==> config.mk <==
export PLATFORM = sky130hd
export DESIGN_NAME = bsg_wrr_packet_arb_n_to_1
export DESIGN_NICKNAME = d
export VERILOG_FILES = /design/src/rtl/bsg_wrr_packet_arb_n_to_1_pkg.sv /design/src/rtl/bsg_wrr_packet_arb_n_to_1_rr_rotate_pick.sv /design/src/rtl/bsg_wrr_packet_arb_n_to_1.sv
export SDC_FILE = /design/constraint.sdc
export NUM_CORES = 1
export LEC_CHECK = 0
export BUFFER_PORTS_ARGS = -buffer_cell sky130_fd_sc_hd__buf_2
export CORE_ASPECT_RATIO = 1.25
export CORE_UTILIZATION = 50
export DETAILED_ROUTE_END_ITERATION = 7
export PLACE_DENSITY = 0.92
export REMOVE_ABC_BUFFERS = 1
export SLEW_MARGIN = 20
export SYNTH_ARGS = -nofsm -noshare
export SYNTH_HDL_FRONTEND = slang
export SYNTH_SLANG_ARGS = --single-unit
==> constraint.sdc <==
create_clock -name clk_i -period 7.8 [get_ports clk_i]
set_clock_uncertainty 0.05 [all_clocks]
set_input_delay 1.56 -clock clk_i [delete_from_list [all_inputs] [get_ports clk_i]]
set_output_delay 1.56 -clock clk_i [all_outputs]
set_load 0.05 [all_outputs]
==> src/rtl/bsg_wrr_packet_arb_n_to_1_pkg.sv <==
// Shared definitions for the weighted round-robin packet arbiter.
package bsg_wrr_packet_arb_n_to_1_pkg;

    typedef enum logic {
        BOUNDARY = 1'b0,
        LOCKED   = 1'b1
    } pkt_state_e;

    // Index width that stays at least one bit wide for a single requester.
    function automatic int unsigned safe_clog2(input int unsigned n);
        return (n <= 1) ? 1 : $clog2(n);
    endfunction

endpackage

==> src/rtl/bsg_wrr_packet_arb_n_to_1_rr_rotate_pick.sv <==
// Rotating priority pick: first set request at or after start_i, wrapping modulo num_in_p.
module bsg_rr_rotate_pick
    import bsg_wrr_packet_arb_n_to_1_pkg::*;
#(
    parameter int unsigned num_in_p     = 4,
    parameter int unsigned tag_width_lp = safe_clog2(num_in_p)
) (
    input  logic [num_in_p-1:0]     reqs_i,
    input  logic [tag_width_lp-1:0] start_i,
    output logic [num_in_p-1:0]     grant_o,
    output logic [tag_width_lp-1:0] addr_o,
    output logic                    v_o
);

    logic [2*num_in_p-1:0] doubled;
    logic [num_in_p-1:0]   rotated;
    logic                  found;
    int unsigned           idx;

    // Doubling the vector turns the wrap-around scan into a plain lowest-bit search.
    always_comb begin
        doubled = {reqs_i, reqs_i};
        rotated = num_in_p'(doubled >> start_i);
        grant_o = '0;
        addr_o  = '0;
        v_o     = |reqs_i;
        found   = 1'b0;
        idx     = 0;
        for (int unsigned i = 0; i < num_in_p; i++) begin
            if (!found && rotated[i]) begin
                found = 1'b1;
                idx   = 32'(start_i) + i;
                if (idx >= num_in_p) begin
                    idx = idx - num_in_p;
                end
                addr_o  = tag_width_lp'(idx);
                grant_o = num_in_p'(1) << idx;
            end
        end
    end

endmodule

==> src/rtl/bsg_wrr_packet_arb_n_to_1.sv <==
// Packet-aware weighted round-robin merge of num_in_p FIFO heads onto one valid/yumi channel.
module bsg_wrr_packet_arb_n_to_1
    import bsg_wrr_packet_arb_n_to_1_pkg::*;
#(
    parameter int unsigned width_p       = 8,
    parameter int unsigned num_in_p      = 4,
    parameter int unsigned quota_width_p = 4,
    parameter int unsigned tag_width_lp  = safe_clog2(num_in_p)
) (
    input  logic                              clk_i,
    input  logic                              reset_i,
    input  logic [num_in_p*width_p-1:0]       data_i,
    input  logic [num_in_p-1:0]               v_i,
    input  logic [num_in_p-1:0]               last_i,
    input  logic [num_in_p*quota_width_p-1:0] quota_i,
    output logic [num_in_p-1:0]               yumi_o,
    output logic                              v_o,
    output logic [width_p-1:0]                data_o,
    output logic                              last_o,
    output logic [tag_width_lp-1:0]           tag_o,
    input  logic                              yumi_i
);

    localparam logic [tag_width_lp-1:0] last_idx_lp = tag_width_lp'(num_in_p - 1);

    pkt_state_e                in_pkt_r, in_pkt_n;
    logic [tag_width_lp-1:0]   owner_r, owner_n;
    logic [quota_width_p-1:0]  credit_r, credit_n;

    logic [tag_width_lp-1:0]   start_c, pick_addr_c, sel_c;
    logic [num_in_p-1:0]       pick_grant_c, sel_oh_c;
    logic                      pick_v_c, cont_c;
    logic [quota_width_p-1:0]  quota_sel_c;

    assign start_c = (owner_r == last_idx_lp) ? '0 : owner_r + tag_width_lp'(1);

    bsg_rr_rotate_pick #(
        .num_in_p     (num_in_p),
        .tag_width_lp (tag_width_lp)
    ) rotate_pick (
        .reqs_i  (v_i),
        .start_i (start_c),
        .grant_o (pick_grant_c),
        .addr_o  (pick_addr_c),
        .v_o     (pick_v_c)
    );

    // Grant selection: locked owner, continuing owner with credit, or next in rotation.
    always_comb begin
        cont_c = (in_pkt_r == BOUNDARY) && (credit_r != '0) && v_i[owner_r];
        if ((in_pkt_r == LOCKED) || cont_c) begin
            sel_c    = owner_r;
            sel_oh_c = num_in_p'(1) << owner_r;
        end else begin
            sel_c    = pick_addr_c;
            sel_oh_c = pick_grant_c;
        end
        v_o         = (in_pkt_r == LOCKED) ? v_i[owner_r] : pick_v_c;
        tag_o       = sel_c;
        yumi_o      = sel_oh_c & {num_in_p{yumi_i}};
        last_o      = |(last_i & sel_oh_c);
        quota_sel_c = quota_i[32'(sel_c)*quota_width_p +: quota_width_p];
    end

    // One-hot AND-OR data mux.
    always_comb begin
        data_o = '0;
        for (int unsigned i = 0; i < num_in_p; i++) begin
            data_o = data_o | (data_i[i*width_p +: width_p] & {width_p{sel_oh_c[i]}});
        end
    end

    always_comb begin
        in_pkt_n = in_pkt_r;
        owner_n  = owner_r;
        credit_n = credit_r;
        if (yumi_i) begin
            if (in_pkt_r == BOUNDARY) begin
                owner_n = sel_c;
                if (cont_c) begin
                    credit_n = credit_r - quota_width_p'(1);
                end else begin
                    // A zero quota behaves as one packet per turn.
                    credit_n = (quota_sel_c == '0) ? '0 : quota_sel_c - quota_width_p'(1);
                end
                in_pkt_n = last_o ? BOUNDARY : LOCKED;
            end else if (last_o) begin
                in_pkt_n = BOUNDARY;
            end
        end
    end

    always_ff @(posedge clk_i or posedge reset_i) begin
        if (reset_i) begin
            in_pkt_r <= BOUNDARY;
            owner_r  <= last_idx_lp;
            credit_r <= '0;
        end else begin
            in_pkt_r <= in_pkt_n;
            owner_r  <= owner_n;
            credit_r <= credit_n;
        end
    end

`ifndef SYNTHESIS
    logic [num_in_p*quota_width_p-1:0] quota_q;

    always_ff @(posedge clk_i) begin
        quota_q <= quota_i;
    end

    always_ff @(posedge clk_i) begin
        if (!reset_i) begin
            assert (!(yumi_i && !v_o)) else $error("yumi_i asserted while v_o is low");
            assert ($onehot0(yumi_o)) else $error("yumi_o is not one-hot");
            if (in_pkt_r == LOCKED) begin
                assert (quota_i == quota_q) else $error("quota_i changed inside a packet");
            end
        end
    end
`endif

endmodule
==> PnR_summary.wiki, run 1 <==
{| class="wikitable"
! Metric !! Value
|-
| Sum of negative setup slack || 0 ns
|-
| Delay contributed by the slowest stage of the critical path || 0.79 ns
|-
| Core Rows || 21
|-
| Remaining DRCs || 0
|-
| Slew at the pin closest to its max-slew limit || 0.7565 ns
|-
| Number of enable flip-flop cells after synthesis || 0
|-
| Final weighted congestion in routability-driven placement || 0.8549
|-
| Clk sink count || 7
|-
| Nature of the critical path endpoint || primary output
|-
| Number of buffers inserted during clock tree synthesis || 3
|-
| TritonCTS clock tree || built
|-
| Fraction of registers with async set/reset || 100.0%
|-
| CTS max path bufs || 2
|-
| Flip-flop and latch count after synthesis || 7
|-
| Fin Hold WS || 0.5117 ns
|-
| Antenna violations before repair || 0
|-
| Detailed-route vias per instance || 5.979
|-
| Endpoint required time on the critical path || 6.19 ns
|-
| Worst endpoint data arrival time || 4.12 ns
|-
| Number of nets in the finished design || 326
|-
| DP Area || 0.001812 mm^2
|-
| Post-synthesis instance area || 0.001481 mm^2
|-
| Core ar. || 0.002759 mm^2
|-
| CP Launch Type || flop
|-
| Worst path buffer plus inverter count || 2
|-
| Worst-path clk slew || 0.06 ns
|-
| Classification of the worst-slack hold path || flop to flop
|-
| Yosys Warn Count || 0
|-
| Critical-path top delay cell || sky130_fd_sc_hd__dfstp_2
|-
| Post-synth top area share || 8.784%
|-
| Share of the core filled with cells || 66.67%
|-
| CTS-repair resized insts || 0
|-
| Leading post-synthesis cells by cell area || sky130_fd_sc_hd__a222oi_1 (8.8%), sky130_fd_sc_hd__dfrtp_1 (8.4%), sky130_fd_sc_hd__mux2i_1 (8.1%), sky130_fd_sc_hd__nand2_1 (8.1%), sky130_fd_sc_hd__ha_1 (7.6%)
|-
| Via count of the first global-routing pass || 1,498
|-
| Total iterations of the first detailed-routing run || 4
|-
| Critical setup path kind || flop to primary output
|-
| Cell-by-cell trace of the critical path || inv_1 -> ha_1 -> or3b_2 -> a2111oi_2 -> or3_1 -> o21ai_1 -> a222oi_1 -> nand2_1 -> buf_2
|-
| DRT antenna net count || 0
|-
| H-tree depth reported by CTS || 1
|-
| # setup viols final || 0
|-
| Total routed wirelength || 4.006 mm
|-
| Worst-path maximum fanout || 21
|-
| Most common cell after layout, fill and taps aside || sky130_fd_sc_hd__buf_2
|-
| Primary flip-flop cell chosen by synthesis mapping || sky130_fd_sc_hd__dfrtp_1
|-
| Filler cell count in the final layout || 235
|-
| Distinct cells, synth || 51
|-
| Max-capacitance violation count || 0
|-
| RSZ-0062 raised after global routing || no
|-
| Family with the most delay on the worst path || compound AO/OA/AOI/OAI gates
|-
| Die height || 62.86 um
|-
| Routed wire per std cell || 13.77 um
|-
| Leading cell types in the layout, fill and taps excluded || sky130_fd_sc_hd__buf_2 (74), sky130_fd_sc_hd__nand2_1 (32), sky130_fd_sc_hd__a222oi_1 (13)
|-
| Starting DRT DRC Count || 85
|-
| Post-Layout Inst Area || 0.001839 mm^2
|-
| Post-DP HPWL || 3.167 mm
|-
| Outcome || finished, final reports clean
|-
| Global router's overall resource usage || 24.42%
|-
| Final count of pins violating max slew || 0
|-
| Total count of hold-check failures in the final report || 0
|-
| Final Cycle Share || 73.48%
|-
| CTS Root Cell || sky130_fd_sc_hd__clkbuf_4
|-
| Post-synthesis area per instance || 7.797 um^2
|-
| Max transition margin || 49.33%
|-
| Initial core utilization || 53.70%
|-
| Floorplan die width || 50.69 um
|-
| Clock latency at the later pin of the worst-skew pair || 0.26 ns
|-
| Synthesis-to-finish area growth || 24.16%
|-
| Leading area contributor after synthesis || sky130_fd_sc_hd__a222oi_1
|-
| Maximum number of pins on one net before global-route repair || 22
|-
| Share of final-layout standard cells stronger than drive strength 1 || 36.19%
|-
| Grt ovf || 0
|-
| Final Critical Period || 5.732 ns
|-
| Area enclosed by the die boundary || 0.003186 mm^2
|-
| Maximum clock frequency || 174.5 MHz
|-
| Count of hold buffers inserted by post-cts repair || 0
|-
| Synth Instances || 190
|-
| Number of top-level design ports || 75
|-
| Count of vias placed by the detailed router || 1,740
|-
| Sequential share of the synthesized area || 11.99%
|-
| Setup Buffers After CTS || 0
|-
| Number of buffers added on ports || 74
|-
| First-pass GRT wire length || 6.106 mm
|-
| Antenna diode instance count || 0
|}
==> metrics by stage <==
step	worst slack (ns)	instances
after detailed placement	2.122	287
after global routing	1.773	291
final	2.069	291
after global placement	2.179	287
after floorplan	2.533	179
after CTS	2.093	291
==> worst paths after layout <==
check	from	end	slack (ns)	depth (start not counted)
max	owner_r[0]	data_o[3]	2.07	9
min	credit_r[0]	credit_r[0]	0.51	2
max reg2reg	owner_r[0]	credit_r[0]	3.55	10
min reg2reg	credit_r[0]	credit_r[0]	0.51	2
max in group asynchronous	reset_i	owner_r[1]	6.26	2
min in group asynchronous	reset_i	credit_r[1]	1.16	2
==> flip-flops by register name (all words and copies together), names as in the netlist <==
name and cells:
credit_r 4, in_pkt_r 1, owner_r 2
==> synthesized netlist by cell type, drive strengths merged (2+ instances only) <==
master and count:
a31oi 3, mux2i 14, nor3 7, nand3b 3
o22ai 2, inv 11, o211ai 2, and2 4
dfstp 2, nand2 32, a221oi 2, nor2b 6
or3 2, ha 9, buf 8, nor3b 3
clkbuf 3, dfrtp 5, nand2b 4, nand3 3
nor4 2, mux2 3, o21ai 9, nor4b 2
nor2 8, a21oi 11, a222oi 13
==> layout make-up <==
cell class,instances,area [um^2],area share (%)
sequential,7,177.7,9.660
clock buffer,3,22.52,1.224
clock inverter,1,5.005,0.2721
tap,34,42.54,2.313
timing repair buffer,74,370.4,20.14
multi-input combinational,161,1180,64.15
inverter,11,41.29,2.245
==> worst reg2reg max path: cells and delay by family (launching register included) <==
kind | cells | cell delay [ns]
muxes | 2 | 0.51
and+or+nand+nor | 3 | 0.80
AOI/OAI and AO/OA | 3 | 1.25
DFF | 1 | 0.79
buffers and inverters | 1 | 0.26
adders and majority gates | 1 | 0.48
==> metal layers <==
metal / track usage, % / up-vias / wire [um]
li1: - / 867 / -
met1: 24.78 / 772 / 1509
met2: 47.00 / 91 / 2075
met3: 3.650 / 10 / 317
met4: 10.76 / 0 / 103
met5: 0 / - / 0
==> cells by family after synthesis <==
family                   after synthesis  share of synthesized area, %
multiplexers                          18                         13.77
AO/OA/AOI/OAI                         54                         29.56
buffers and inverters                 22                         8.361
adder cells (fa/ha/maj)                9                         7.601
AND/OR/NAND/NOR                       80                         28.72
flip-flops                             7                         11.99
Power of run 1 is not shown: default switching activity piles up to over one toggle a cycle in this logic, so the estimate is an artifact.
==> run 2, diff against run 1 <==
- CORE_UTILIZATION: 50 -> 42
- PLACE_DENSITY: 0.92 -> 0.83
- clock period: 7.8 -> 5.2 ns (I/O delays scaled with it)
==> PnR_summary.wiki, run 2 (same netlist as run 1, synthesis figures left out) <==
{| class="wikitable"
! Metric !! Value
|-
| Capture endpoint of the worst hold path || owner_r[1]
|-
| Hold path startpoint || owner_r[1]
|-
| Critical setup path kind || flop to primary output
|-
| CTS max path bufs || 2
|-
| Grt ovf || 0
|-
| Placement Setup Slack || 0.5849 ns
|-
| Synthesis-to-finish area growth || 27.11%
|-
| Slew at the pin closest to its max-slew limit || 0.6735 ns
|-
| Total routed wirelength || 3.775 mm
|-
| CP Launch Type || flop
|-
| Filler cell count in the final layout || 331
|-
| Clock latency at the later pin of the worst-skew pair || 0.23 ns
|-
| Hold Path Cell Cnt || 2
|-
| Maximum clock frequency || 207.7 MHz
|-
| R2R Setup Slk || 1.41 ns
|-
| Setup ws final || 0.3863 ns
|-
| Max-capacitance violation count || 0
|-
| Source of the worst register-to-register timing path || owner_r[1]
|-
| Met3 track utilization from global routing || 2.222%
|-
| Setup Buffers After CTS || 0
|-
| Final count of pins violating max slew || 0
|-
| Max FFs per register || 4
|-
| Count of vias placed by the detailed router || 1,734
|-
| Leading cell types in the layout, fill and taps excluded || sky130_fd_sc_hd__buf_2 (74), sky130_fd_sc_hd__nand2_1 (32), sky130_fd_sc_hd__a222oi_1 (13)
|-
| Routed wire per std cell || 12.71 um
|-
| Area enclosed by the die boundary || 0.003770 mm^2
|-
| Die height || 68.40 um
|-
| Antenna violations before repair || 0
|-
| Via count of the first global-routing pass || 1,347
|-
| Starting DRT DRC Count || 80
|-
| Most common cell after layout, fill and taps aside || sky130_fd_sc_hd__buf_2
|-
| Number of nets in the finished design || 329
|-
| First-pass GRT wire length || 5.582 mm
|-
| Max transition margin || 54.80%
|-
| Sum of negative setup slack || 0 ns
|-
| H-tree depth reported by CTS || 1
|-
| Post-DP HPWL || 3.083 mm
|-
| Total count of hold-check failures in the final report || 0
|-
| Remaining DRCs || 0
|-
| GR peak layer || met2
|-
| RSZ-0062 raised after global routing || no
|-
| Share of the core filled with cells || 57.40%
|-
| Final weighted congestion in routability-driven placement || 0.9444
|-
| Final Critical Period || 4.814 ns
|-
| GR Util met2 || 38.70%
|-
| Number of buffers added on ports || 74
|-
| Number of buffers inserted during clock tree synthesis || 3
|-
| Endpoint required time on the critical path || 4.11 ns
|-
| Floorplan die width || 55.12 um
|-
| Antenna diode instance count || 0
|-
| Capturing point of the worst reg2reg path || credit_r[0]
|-
| Detailed-route vias per instance || 5.838
|-
| CTS Root Cell || sky130_fd_sc_hd__clkbuf_8
|-
| TritonCTS clock tree || built
|-
| Most flops, register || credit_r
|-
| Registers with the most flip-flops || credit_r x4, owner_r x2, in_pkt_r x1
|-
| Total iterations of the first detailed-routing run || 4
|-
| Outcome || finished, final reports clean
|-
| Global router's overall resource usage || 20.04%
|-
| Number of top-level design ports || 75
|-
| Classification of the worst-slack hold path || flop to flop
|-
| CTS-repair resized insts || 0
|-
| Worst endpoint data arrival time || 3.72 ns
|-
| Core ar. || 0.003281 mm^2
|-
| DP Area || 0.001838 mm^2
|-
| Count of hold buffers inserted by post-cts repair || 0
|-
| # setup viols final || 0
|-
| Post-Layout Inst Area || 0.001883 mm^2
|-
| Met1 Resource Use GR || 21.70%
|-
| Final Cycle Share || 92.57%
|-
| Nature of the critical path endpoint || primary output
|-
| Initial core utilization || 45.16%
|-
| Maximum number of pins on one net before global-route repair || 21
|-
| Clk sink count || 7
|-
| Worst-path maximum fanout || 12
|-
| Core Rows || 23
|-
| Logic depth of the worst register-to-register path || 11
|-
| Worst-path clk slew || 0.04 ns
|-
| Share of final-layout standard cells stronger than drive strength 1 || 36.54%
|-
| DRT antenna net count || 0
|}
[run 2: cell type report]
type | instances | area [um^2] | share of cell area [%]
repair buffers | 77 | 392.9 | 20.86
multi-input cells | 161 | 1180 | 62.66
inverters | 11 | 41.29 | 2.193
flip-flops and latches | 7 | 177.7 | 9.435
clock buffers | 4 | 45.04 | 2.392
well taps | 37 | 46.29 | 2.458
[run 2: worst max-delay path: stages, from the launching register on]
cell and delay (ns):
sky130_fd_sc_hd__dfstp_2 0.61, sky130_fd_sc_hd__inv_1 0.13, sky130_fd_sc_hd__ha_1 0.44, sky130_fd_sc_hd__or3b_2 0.50
sky130_fd_sc_hd__a2111oi_2 0.45, sky130_fd_sc_hd__or3_1 0.33, sky130_fd_sc_hd__nand2_1 0.08, sky130_fd_sc_hd__o21ai_1 0.35
sky130_fd_sc_hd__a222oi_1 0.24, sky130_fd_sc_hd__nand2_1 0.09, sky130_fd_sc_hd__buf_2 0.26
[run 2: how the worst max path moves through the flow]
stage | from | endpoint | slack [ns] | cells after the start
after global routing | owner_r[1] | data_o[7] | 0.03 | 10
final | owner_r[1] | data_o[2] | 0.39 | 10
after detailed placement | v_i[3] | data_o[2] | 0.58 | 9
after CTS | owner_r[1] | last_o | 0.40 | 10
after global placement | v_i[3] | last_o | 0.66 | 9
after floorplan | owner_r[0] | last_o | 0.66 | 8
[run 2: per-stage QoR]
step / cells / hold slack [ns]
after global routing: 297 / 0.5410
after detailed placement: 293 / 0.5012
after global placement: 293 / 0.4925
after CTS: 297 / 0.5089
after floorplan: 179 / 0.4603
final: 297 / 0.5038
[run 2: routing by layer]
metal / vias up / part of all wire (%)
met5: - / 0
met4: 0 / 1.1
met3: 7 / 8.4
met2: 86 / 51
met1: 773 / 39
li1: 868 / -
Power of run 2 is left out for the same reason.
